==> src/rtl/lives_hud_renderer.sv <==
// Lives/invulnerability FSM plus the two-stage heart-row renderer for the HUD.
// Pixel coordinates in, heart ROM address out, registered ROM bit back out as hud_pixel.
module lives_hud_renderer #(
  parameter int MAX_LIVES     = 5,
  parameter int HEART_X0      = 8,
  parameter int HEART_Y0      = 8,
  parameter int INVULN_FRAMES = 60,
  parameter int BLINK_HALF    = 4
) (
  input  logic       clk,
  input  logic       rst_n,
  input  logic [9:0] pix_x,
  input  logic [9:0] pix_y,
  input  logic       frame_tick,
  input  logic       hit,
  input  logic       new_game,
  output logic [3:0] heart_x,
  output logic [3:0] heart_y,
  output logic       heart_en,
  input  logic       heart_data,
  output logic       hud_pixel,
  output logic [2:0] lives,
  output logic       game_over
);

  localparam logic [2:0]         MAX_L    = 3'(MAX_LIVES);
  localparam logic [7:0]         INV_LOAD = 8'(INVULN_FRAMES);
  localparam logic [3:0]         BLINK_H  = 4'(BLINK_HALF);
  localparam logic signed [10:0] X0       = 11'(HEART_X0);
  localparam logic signed [10:0] Y0       = 11'(HEART_Y0);

  typedef enum logic [1:0] {ALIVE, INVULN, DEAD} state_t;

  state_t     state, state_nx;
  logic [2:0] lives_nx;
  logic [7:0] inv_cnt, inv_cnt_nx;
  logic [3:0] blink_cnt, blink_cnt_nx, blink_inc;
  logic       blink_on, blink_on_nx;

  assign blink_inc = blink_cnt + 4'd1;
  assign game_over = (state == DEAD);

  always_ff @(posedge clk or negedge rst_n) begin
    if (!rst_n) begin
      state     <= ALIVE;
      lives     <= MAX_L;
      inv_cnt   <= 8'd0;
      blink_cnt <= 4'd0;
      blink_on  <= 1'b1;
    end else begin
      state     <= state_nx;
      lives     <= lives_nx;
      inv_cnt   <= inv_cnt_nx;
      blink_cnt <= blink_cnt_nx;
      blink_on  <= blink_on_nx;
    end
  end

  // new_game overrides everything; a hit entering INVULN loads counters and masks a same-cycle frame_tick
  always_comb begin
    state_nx     = state;
    lives_nx     = lives;
    inv_cnt_nx   = inv_cnt;
    blink_cnt_nx = blink_cnt;
    blink_on_nx  = blink_on;
    if (new_game) begin
      state_nx     = ALIVE;
      lives_nx     = MAX_L;
      inv_cnt_nx   = 8'd0;
      blink_cnt_nx = 4'd0;
      blink_on_nx  = 1'b1;
    end else begin
      case (state)
        ALIVE: begin
          if (hit) begin
            if (lives > 3'd1) begin
              state_nx     = INVULN;
              lives_nx     = lives - 3'd1;
              inv_cnt_nx   = INV_LOAD;
              blink_cnt_nx = 4'd0;
              blink_on_nx  = 1'b1;
            end else begin
              state_nx = DEAD;
              lives_nx = 3'd0;
            end
          end
        end
        INVULN: begin
          if (frame_tick) begin
            inv_cnt_nx = inv_cnt - 8'd1;
            if (blink_inc == BLINK_H) begin
              blink_cnt_nx = 4'd0;
              blink_on_nx  = ~blink_on;
            end else begin
              blink_cnt_nx = blink_inc;
            end
            if (inv_cnt == 8'd1) state_nx = ALIVE;
          end
        end
        DEAD: begin
          state_nx = DEAD;
        end
        default: state_nx = ALIVE;
      endcase
    end
  end

  logic signed [10:0] dx, dy;
  logic [6:0]         slot;
  logic               in_row, in_icon, show, draw;

  assign dx   = $signed({1'b0, pix_x}) - X0;
  assign dy   = $signed({1'b0, pix_y}) - Y0;
  assign slot = dx[10:4];

  // Column 15 of each 16-pixel pitch is the gap between hearts; the lost heart blinks only in INVULN
  assign in_row  = (dy[10:4] == 7'd0) && (dy[3:0] != 4'hF);
  assign in_icon = !dx[10] && (slot < {4'd0, MAX_L}) && (dx[3:0] != 4'hF);
  assign show    = (slot < {4'd0, lives}) ||
                   ((state == INVULN) && (slot == {4'd0, lives}) && blink_on);
  assign draw    = in_row && in_icon && show;

  always_ff @(posedge clk or negedge rst_n) begin
    if (!rst_n) begin
      heart_en  <= 1'b0;
      heart_x   <= 4'd0;
      heart_y   <= 4'd0;
      hud_pixel <= 1'b0;
    end else begin
      heart_en  <= draw;
      heart_x   <= draw ? dx[3:0] : 4'd0;
      heart_y   <= draw ? dy[3:0] : 4'd0;
      hud_pixel <= heart_data;
    end
  end

endmodule

==> config.mk <==
export PLATFORM = sky130hd
export DESIGN_NAME = lives_hud_renderer
export DESIGN_NICKNAME = d
export VERILOG_FILES = /design/src/rtl/lives_hud_renderer.sv
export SDC_FILE = /design/constraint.sdc
export NUM_CORES = 1
export LEC_CHECK = 0
export CAP_MARGIN = 20
export CORE_UTILIZATION = 53
export CTS_CLUSTER_SIZE = 28
export DETAILED_ROUTE_END_ITERATION = 6
export GPL_TIMING_DRIVEN = 0
export HOLD_SLACK_MARGIN = 0.12
export PLACE_DENSITY = 0.82
export SYNTH_ARGS = -nofsm -noshare
export SYNTH_HDL_FRONTEND = slang
export SYNTH_SLANG_ARGS = --single-unit
==> constraint.sdc <==
create_clock -name clk -period 4.8 [get_ports clk]
set_input_delay 0.96 -clock clk [delete_from_list [all_inputs] [get_ports clk]]
set_output_delay 0.96 -clock clk [all_outputs]
set_load 0.005 [all_outputs]
Yosys cells after proc, flatten, opt, wreduce, memory -nomap -nowiden --
Cells that the tools add are included.
Word-level totals: flip-flop bits (word level) 28, bits of input ports 26, output and inout bits 14, word-level logic and storage cells 77
Operators by class: $add $sub $neg 5, $lt $le $gt $ge 3, eq/ne operators 12, muxes and demuxes 29, bitwise operators 1, reduce and logical (&&, ||, !) cells 18
Operators with widths (number):
- $mux 8 | 4
- $mux 4 | 7
- $sub 10x4->11 const B | 2
- $pmux 8 s2 | 1
- $ne 3x3->1 const B | 5
- $mux 3 | 4
- $mux 2 | 5
- $eq 8x1->1 const B | 1
- $ne 4x4->1 const B | 2
- $pmux 4 s2 | 1
- $sub 8x1->8 const B | 1
- $eq 7x3->1 | 1
- $logic_and 1x1->1 | 7
- $logic_not 7->1 | 1
- $lt 7x3->1 | 1
- $lt 7x3->1 const B | 1
- $pmux 2 s3 | 1
- $mux 1 | 5
- $reduce_and 5->1 | 1
- $add 4x1->4 const B | 1
- $eq 4x3->1 const B | 1
- $reduce_and 4->1 | 1
- $reduce_bool 2->1 | 2
- $gt 3x1->1 const B | 1
- other kinds (11) | 11

Logic depth before layout (Yosys ltp) --
Gate-level depths: netlist of the first run.
word-level depth 7, gate-level depth with buffers 9, mapped depth without buffers 9

Least setup slack after synthesis of the first run --
OpenSTA, ideal clock, no wires.
path kind in2reg, start input port pix_x[4], end register heart_x[0], library setup time 0.067 ns, data arrival time 2.805 ns, data required time 4.733 ns, setup slack 1.928 ns, cell stages on the path 8, path buffers 0, cells stage by stage nor3_1 xor2_1 ha_1 nor2b_1 a221oi_2 o211ai_1 a2111oi_4 and2_1
On the way: longest elaborated chain between the ends 7, elaborated cells on any way between the ends 13, classes of those cells 1 x add/sub; 2 x order compare; 1 x eq/ne; 1 x mux; 8 x reduce/logical
RTL lines:
- from (decl) | RTL line 12 | input logic [9:0] pix_x,
- $sub 10x4->11 * | RTL line 112 | assign dx = $signed({1'b0, pix_x}) - X0;
- $lt 7x3->1, or another cell as far along | RTL line 118 | assign in_icon = !dx[10] && (slot < {4'd0, MAX_L}) && (dx[3:0] != 4'hF);
- $logic_and 1x1->1, on equally long branches (2 in series) | RTL line 118, 120
- $logic_and 1x1->1 / $logic_or 1x1->1 (equally long branches) | RTL line 121, 119
- $logic_and 1x1->1 * | RTL line 121 | assign draw = in_row && in_icon && show;
- named net draw | RTL line 110 | logic in_row, in_icon, show, draw;
- $mux 4 * | RTL line 131 | heart_x <= draw ? dx[3:0] : 4'd0;
- to (signal assigned) | RTL line 131
- to (decl) | RTL line 17 | output logic [3:0] heart_x,
Mark *: on every way through the listed nets, which the timed path passes. The rest lies on a longest branch. A chain may end at the register's enable or synchronous reset.

Worst setup path in the final report of the first run --
start input port pix_x[5], end register heart_y[1]
On the way: longest elaborated chain between the ends 7, elaborated cells on any way between the ends 13, classes of those cells 1 x add/sub; 2 x order compare; 1 x eq/ne; 1 x mux; 8 x reduce/logical
RTL lines:
- $sub 10x4->11 * | RTL line 112
- $lt 7x3->1, or another cell as far along | RTL line 118
- $logic_and 1x1->1, on equally long branches (2 in series) | RTL line 118, 120
- $logic_and 1x1->1 / $logic_or 1x1->1 (equally long branches) | RTL line 121, 119
- $logic_and 1x1->1 * | RTL line 121
- named net draw | RTL line 110
- $mux 4 * | RTL line 132 | heart_y <= draw ? dy[3:0] : 4'd0;
- to (signal assigned) | RTL line 132
- to (decl) | RTL line 18 | output logic [3:0] heart_y,
Marked as above.

==> run_results.csv, run 1 <==
group,metric,value,unit
clock_tree,cts_buffers,3,
min_path,hold-path-endpoint,"inv_cnt[6]",
power,power_density,375,mW/mm2
grt,grt_pass1_vias,1466,
routing,dr_total_vias,1499,
synthesis,yosysUniqueCellTypes,44,
critical_path,r2r-start,"lives[2]",
synthesis,synth.avg_cell_area,9.29,um2
sta,drv_slew,0,
sta,fin_hold_ws,490,ps
sta,setup_viol,0,
sta,grt_setup_unrepaired,"no",
clock_tree,cts_hold_buf,0,
routing,vias_per_cell,6.02,
die,die_y,57.4,um
routing,wl_per_cell,15.5,um
power,p_sw_frac,0.372,
place,place_hpwl,3.00,mm
synthesis,yosysWarningCount,0,
status,failed_checks,"DRC",
synthesis,yosysTopAreaCell,"dfrtp_1",
layout,n_fill_cell,216,
clock_tree,max-clock-path-buffers,2,
synthesis,synth_async_sr_flop_share,1.00,
die,floorplan.initialDensity,0.575,
clock_tree,post-cts-setup-buffers,0,
grt,antenna_found_initial,0,
grt,grt_pass1_wl,6.32,mm
die,die_w,57.4,um
place,post-place-cells,245,
status,status,"complete, but fails checks",
routing,drtIter0Drc,83,
critical_path,start_kind,"input pin",
clock_tree,cts_tree,"yes",
layout,drive_gt1_frac,0.0688,
critical_path,worstPathMaxFanout,9,
clock_tree,cts.htree.levels,1,
routing,met1_length,1.66,mm
sta,fin_skew,10.6,ps
critical_path,startpoint,"pix_x[5]",
grt,grt_max_degree,18,
power,p_int,0.500,mW
routing,highest-signal-layer,"met4",
power,p_leak,0.937,nW
sta,worst_pin_slew,701,ps
critical_path,reg2reg_slack,2550,ps
sta,finalSetupTns,0,ps
critical_path,critical_path_class,"input pin to flop",
die,std_cell_rows,19,
sta,fmax,305,MHz
routing,drc,2,
synthesis,yosys-top-cells-area,"dfrtp_1 38%, ha_1 7.7%, dfstp_2 4.8%",
clock_tree,clock_sinks,28,
critical_path,reg2reg_to,"heart_y[1]",
clock_tree,insertion_delay,340,ps
synthesis,synth_edf_count,0,
synthesis,synth_top_area_share,0.385,
layout,final_cells,249,
sta,maxSlewHeadroom,0.529,
sta,finalCriticalPeriod,3280,ps
layout,final_cell_area,0.00212,mm2
min_path,hp-start,"inv_cnt[6]",
job,maxCapViolCount,0,
synthesis,syn_area,0.00163,mm2
layout,syn2layout_area_growth,30.7,%
min_path,hp-class,"flop to flop",
place,placed_area,0.00207,mm2
power,sequentialPowerShare,0.422,
routing,first_pass_iters,6,
grt,grt_use_total,0.248,
place,routabilityCongestion,0.812,
power,vdd.ir_drop.worst,0.291,mV
min_path,whs_path_depth,1,
grt,gr-total-overflow,0,
clock_tree,clk_pin_slew,160,ps
synthesis,syn_inst,175,
routing,antenna_left,0,
layout,nets,255,
place,port_buffers,38,
routing,dr_wl_met3,160,um
layout,multi_input_area,858,um2
routing,wl_met2,2.00,mm
routing,postRouteWirelength,3.87,mm
power,clock_power_share,0.198,
clock_tree,cts-root-buf,"clkbuf_4",
critical_path,cp_data_arrival_time,3560,ps
sta,fin_ws,1520,ps
power,power,0.797,mW
synthesis,synth_seq_cells,28,
place,place_ws,1140,ps
die,pin_count,40,
power,pwr-share-comb,0.379,
synthesis,synth_flop_cell,"dfrtp_1",
critical_path,reg2reg_depth,7,
sta,hold_viol,0,
die,dieArea,0.00329,mm2
layout,diodes,0,
critical_path,cp.required,5080,ps
clock_tree,post_cts_resized,0,
synthesis,synth.net_count,211,
die,core_area,0.00283,mm2
synthesis,ys_seq_area_frac,0.433,
layout,seqCellArea,704,um2
power,switchingPower,0.297,mW
layout,final_core_util,0.751,
critical_path,cp-end-kind,"flop",
sta,finalCritPeriodShare,0.683,
Yosys cell counts (2+ instances only):
library cell,instances
ha_1,10
and2_1,9
nor2_1,18
xor2_1,2
a21oi_1,8
o22a_1,4
a211o_1,2
dfrtp_1,25
and3_1,3
o211ai_1,2
a31oi_1,2
a41oi_1,2
dfstp_2,3
nor4_1,2
o21ai_0,9
o21ai_1,3
nand2_1,13
nand2b_1,3
buf_2,2
nand3_1,8
or3_1,2
nand4_1,3
nor3_1,7
inv_1,13
cells by family (layout without fill, tap and decap cells):
family / count (synthesis) / after routing / synth area share
fa+ha+maj: 10 / 10 / 0.0770
flops: 28 / 28 / 0.433
xor+xnor: 2 / 2 / 0.0108
compound gates: 42 / 42 / 0.193
buf+inv: 16 / 59 / 0.0385
simple gates: 77 / 77 / 0.247
layer usage:
metal	up-vias	GRT usage
met2	43	0.458
met4	0	0.0557
met1	730	0.310
met3	4	0.0272
li1	722	-
met5	-	0
flip-flops by register name (all words and copies together), names as in the netlist:
name / count
blink_on: 1
hud_pixel: 1
inv_cnt: 8
lives: 3
heart_x: 4
blink_cnt: 4
heart_en: 1
heart_y: 4
state: 2
how the worst max path moves through the flow:
stage	end	slack, ps	depth (start not counted)
after global placement	heart_y[0]	1250	9
final	heart_y[1]	1520	9
after CTS	heart_y[1]	1500	9
after floorplan	heart_x[0]	1930	8
after global routing	heart_y[1]	1300	9
after detailed placement	heart_y[1]	1140	9
placed cells by master, fill, tap and decap left out, types with 2 or more instances in the layout:
master | netlist | layout
nor3_1 | 7 | 7
or3_1 | 2 | 2
o21ai_0 | 9 | 9
dfrtp_1 | 25 | 25
o211ai_1 | 2 | 2
a21oi_1 | 8 | 8
nand3_1 | 8 | 8
dfstp_2 | 3 | 3
and3_1 | 3 | 3
a211o_1 | 2 | 2
nand4_1 | 3 | 3
nor4_1 | 2 | 2
o22a_1 | 4 | 4
and2_1 | 9 | 9
xor2_1 | 2 | 2
o21ai_1 | 3 | 3
clkbuf_4 | 0 | 3
buf_2 | 2 | 2
clkdlybuf4s50_1 | 0 | 38
ha_1 | 10 | 10
a31oi_1 | 2 | 2
inv_1 | 13 | 13
nor2_1 | 18 | 18
nand2_1 | 13 | 13
nand2b_1 | 3 | 3
a41oi_1 | 2 | 2
critical path, stage by stage:
cell and delay (ps):
clkdlybuf4s50_1 500, nor3_1 210, xor2_1 340, ha_1 330
nor2b_1 160, a221oi_2 220, o211ai_1 150, a2111oi_4 480
and2_1 210
area by class of cell:
class	count	area share
buffer	3	0.00648
clock buffer	3	0.0106
clock inverter	1	0.0141
inverter	13	0.0230
multi-input combinational	131	0.404
sequential	28	0.332
tap	31	0.0183
timing repair buffer	39	0.192
power groups by stage:
| stage | clock [mW] | sequential [mW] | combinational (mW) |
|---|---|---|---|
| 2_1_floorplan | 0 | 0.325 | 0.203 |
| 4_1_cts | 0.156 | 0.335 | 0.302 |
| 5_1_grt | 0.164 | 0.342 | 0.336 |
| 3_3_place_gp | 0 | 0.335 | 0.276 |
| 6_report | 0.158 | 0.336 | 0.302 |
| 3_5_place_dp | 0 | 0.337 | 0.295 |
(Power assumes the default switching activity.)
==> run 2: changes to the inputs <==
--- a/config.mk
+++ b/config.mk
@@ -6,12 +6,12 @@
 export NUM_CORES = 1
 export LEC_CHECK = 0
 export CAP_MARGIN = 20
-export CORE_UTILIZATION = 53
+export CORE_UTILIZATION = 49
 export CTS_CLUSTER_SIZE = 28
 export DETAILED_ROUTE_END_ITERATION = 6
 export GPL_TIMING_DRIVEN = 0
 export HOLD_SLACK_MARGIN = 0.12
-export PLACE_DENSITY = 0.82
+export PLACE_DENSITY = 0.76
 export SYNTH_ARGS = -nofsm -noshare
 export SYNTH_HDL_FRONTEND = slang
 export SYNTH_SLANG_ARGS = --single-unit
==> constraint.sdc (replaced) <==
create_clock -name clk -period 3.2 [get_ports clk]
set_input_delay 0.64 -clock clk [delete_from_list [all_inputs] [get_ports clk]]
set_output_delay 0.64 -clock clk [all_outputs]
set_load 0.005 [all_outputs]
==> run_results.csv, run 2 (same netlist as run 1, synthesis figures left out) <==
group,metric,value,unit
layout,final_common_cell,"clkdlybuf4s50_1",
layout,nets,255,
clock_tree,cts_tree,"yes",
sta,fmax,340,MHz
place,port_buffers,38,
clock_tree,clock_sinks,28,
grt,gr-total-overflow,0,
sta,hold_viol,0,
sta,fin_skew,3.44,ps
sta,drv_slew,0,
power,power_density,558,mW/mm2
die,dieArea,0.00355,mm2
place,routabilityCongestion,0.871,
sta,grt_setup_unrepaired,"no",
grt,grtUsageMet3,0.0328,
sta,maxSlewHeadroom,0.552,
routing,vias_per_cell,5.58,
clock_tree,cts_hold_buf,0,
die,core_area,0.00310,mm2
routing,antenna_left,0,
critical_path,start_kind,"input pin",
clock_tree,cts.htree.levels,1,
layout,drive_gt1_frac,0.0688,
die,die_w,59.6,um
routing,wl_per_cell,14.4,um
die,die_y,59.6,um
layout,final_cell_mix,"38 x clkdlybuf4s50_1, 25 x dfrtp_1, 18 x nor2_1, 13 x inv_1, 13 x nand2_1",
critical_path,cp_data_arrival_time,3230,ps
clock_tree,cts-root-buf,"clkbuf_4",
die,floorplan.initialDensity,0.524,
grt,gr-max-usage-layer,"met2",
grt,antenna_found_initial,0,
clock_tree,clk_pin_slew,160,ps
min_path,hp-class,"flop to flop",
grt,use_met1,0.306,
die,std_cell_rows,20,
critical_path,cp.required,3490,ps
critical_path,worstPathMaxFanout,9,
sta,finalSetupTns,0,ps
layout,diodes,0,
status,status,"finished clean",
clock_tree,post-cts-setup-buffers,0,
sta,fin_ws,261,ps
routing,first_pass_iters,4,
sta,finalCritPeriodShare,0.918,
grt,grt_use_total,0.232,
grt,grt_pass1_wl,6.22,mm
die,pin_count,40,
critical_path,reg2reg_depth,7,
place,place_hpwl,2.98,mm
layout,largest_reg_flops,8,
clock_tree,insertion_delay,340,ps
grt,grt_pass1_vias,1427,
routing,drc,0,
sta,setup_viol,0,
critical_path,reg2reg_slack,930,ps
routing,postRouteWirelength,3.79,mm
critical_path,critical_path_class,"input pin to flop",
power,p_leak,0.932,nW
routing,dr_total_vias,1461,
clock_tree,cts_buffers,3,
sta,worst_pin_slew,670,ps
place,place_ws,-104,ps
job,maxCapViolCount,0,
clock_tree,post_cts_resized,0,
layout,regMostFlops,"inv_cnt",
clock_tree,max-clock-path-buffers,2,
layout,syn2layout_area_growth,30.9,%
routing,drtIter0Drc,118,
sta,finalCriticalPeriod,2940,ps
critical_path,cp-end-kind,"flop",
power,vdd.ir_drop.worst,0.293,mV
min_path,whs_path_depth,1,
grt,grt_max_degree,17,
grt,grt_util_met2,0.396,
==> run 2: cell types whose count changed in the layout (fill, tap and decap cells not counted) <==
cell | previous run | this run
buf_16 | 1 | 0
buf_8 | 0 | 1
==> run 2: per-stage QoR <==
stage | utilization | hold WS (ps) | instance area, um2 | cells | power, mW
after floorplan | - | 344 | 1630 | 175 | 0.791
after CTS | 0.686 | 485 | 2130 | 262 | 1.18
after global routing | 0.686 | 490 | 2130 | 262 | 1.26
after detailed placement | 0.669 | 463 | 2080 | 258 | 0.951
after global placement | 0.664 | 461 | 2060 | 257 | 0.920
final | 0.686 | 485 | 2130 | 262 | 1.19
==> run 2: path summary, 6_finish.rpt <==
check                              to  startpoint
max                        heart_y[3]    pix_x[4]
min                        inv_cnt[6]  inv_cnt[6]
max reg2reg                heart_y[3]    lives[2]
min reg2reg                inv_cnt[6]  inv_cnt[6]
max in group asynchronous    lives[2]       rst_n
min in group asynchronous  inv_cnt[5]       rst_n
==> run 2: cell type report <==
type / count / area (um2)
timing repair buffer: 39 / 395
clock inverter: 1 / 30.0
fill: 264 / 975
inverter: 13 / 48.8
multi-input combinational: 131 / 858
clock buffer: 3 / 22.5
buffer: 3 / 13.8
sequential: 28 / 704
tap: 44 / 55.1
==> run 2: where the power goes <==
group | internal, mW | switching (mW)
logic | 0.197 | 0.253
clock network | 0.127 | 0.110
registers | 0.424 | 0.0765
total | 0.748 | 0.439
==> run 2: routing by layer <==
| layer | part of all wire | vias to the layer above |
|---|---|---|
| li1 | - | 718 |
| met1 | 0.44 | 688 |
| met2 | 0.50 | 51 |
| met3 | 0.049 | 4 |
| met4 | 0.0074 | 0 |
| met5 | 0 | - |
==> run 2: critical path: stages <==
cell	delay [ps]
clkdlybuf4s50_1	480
nor3_1	250
xor2_1	290
ha_1	330
nor2b_1	160
a221oi_2	230
o211ai_1	150
a2111oi_4	490
and2_1	200
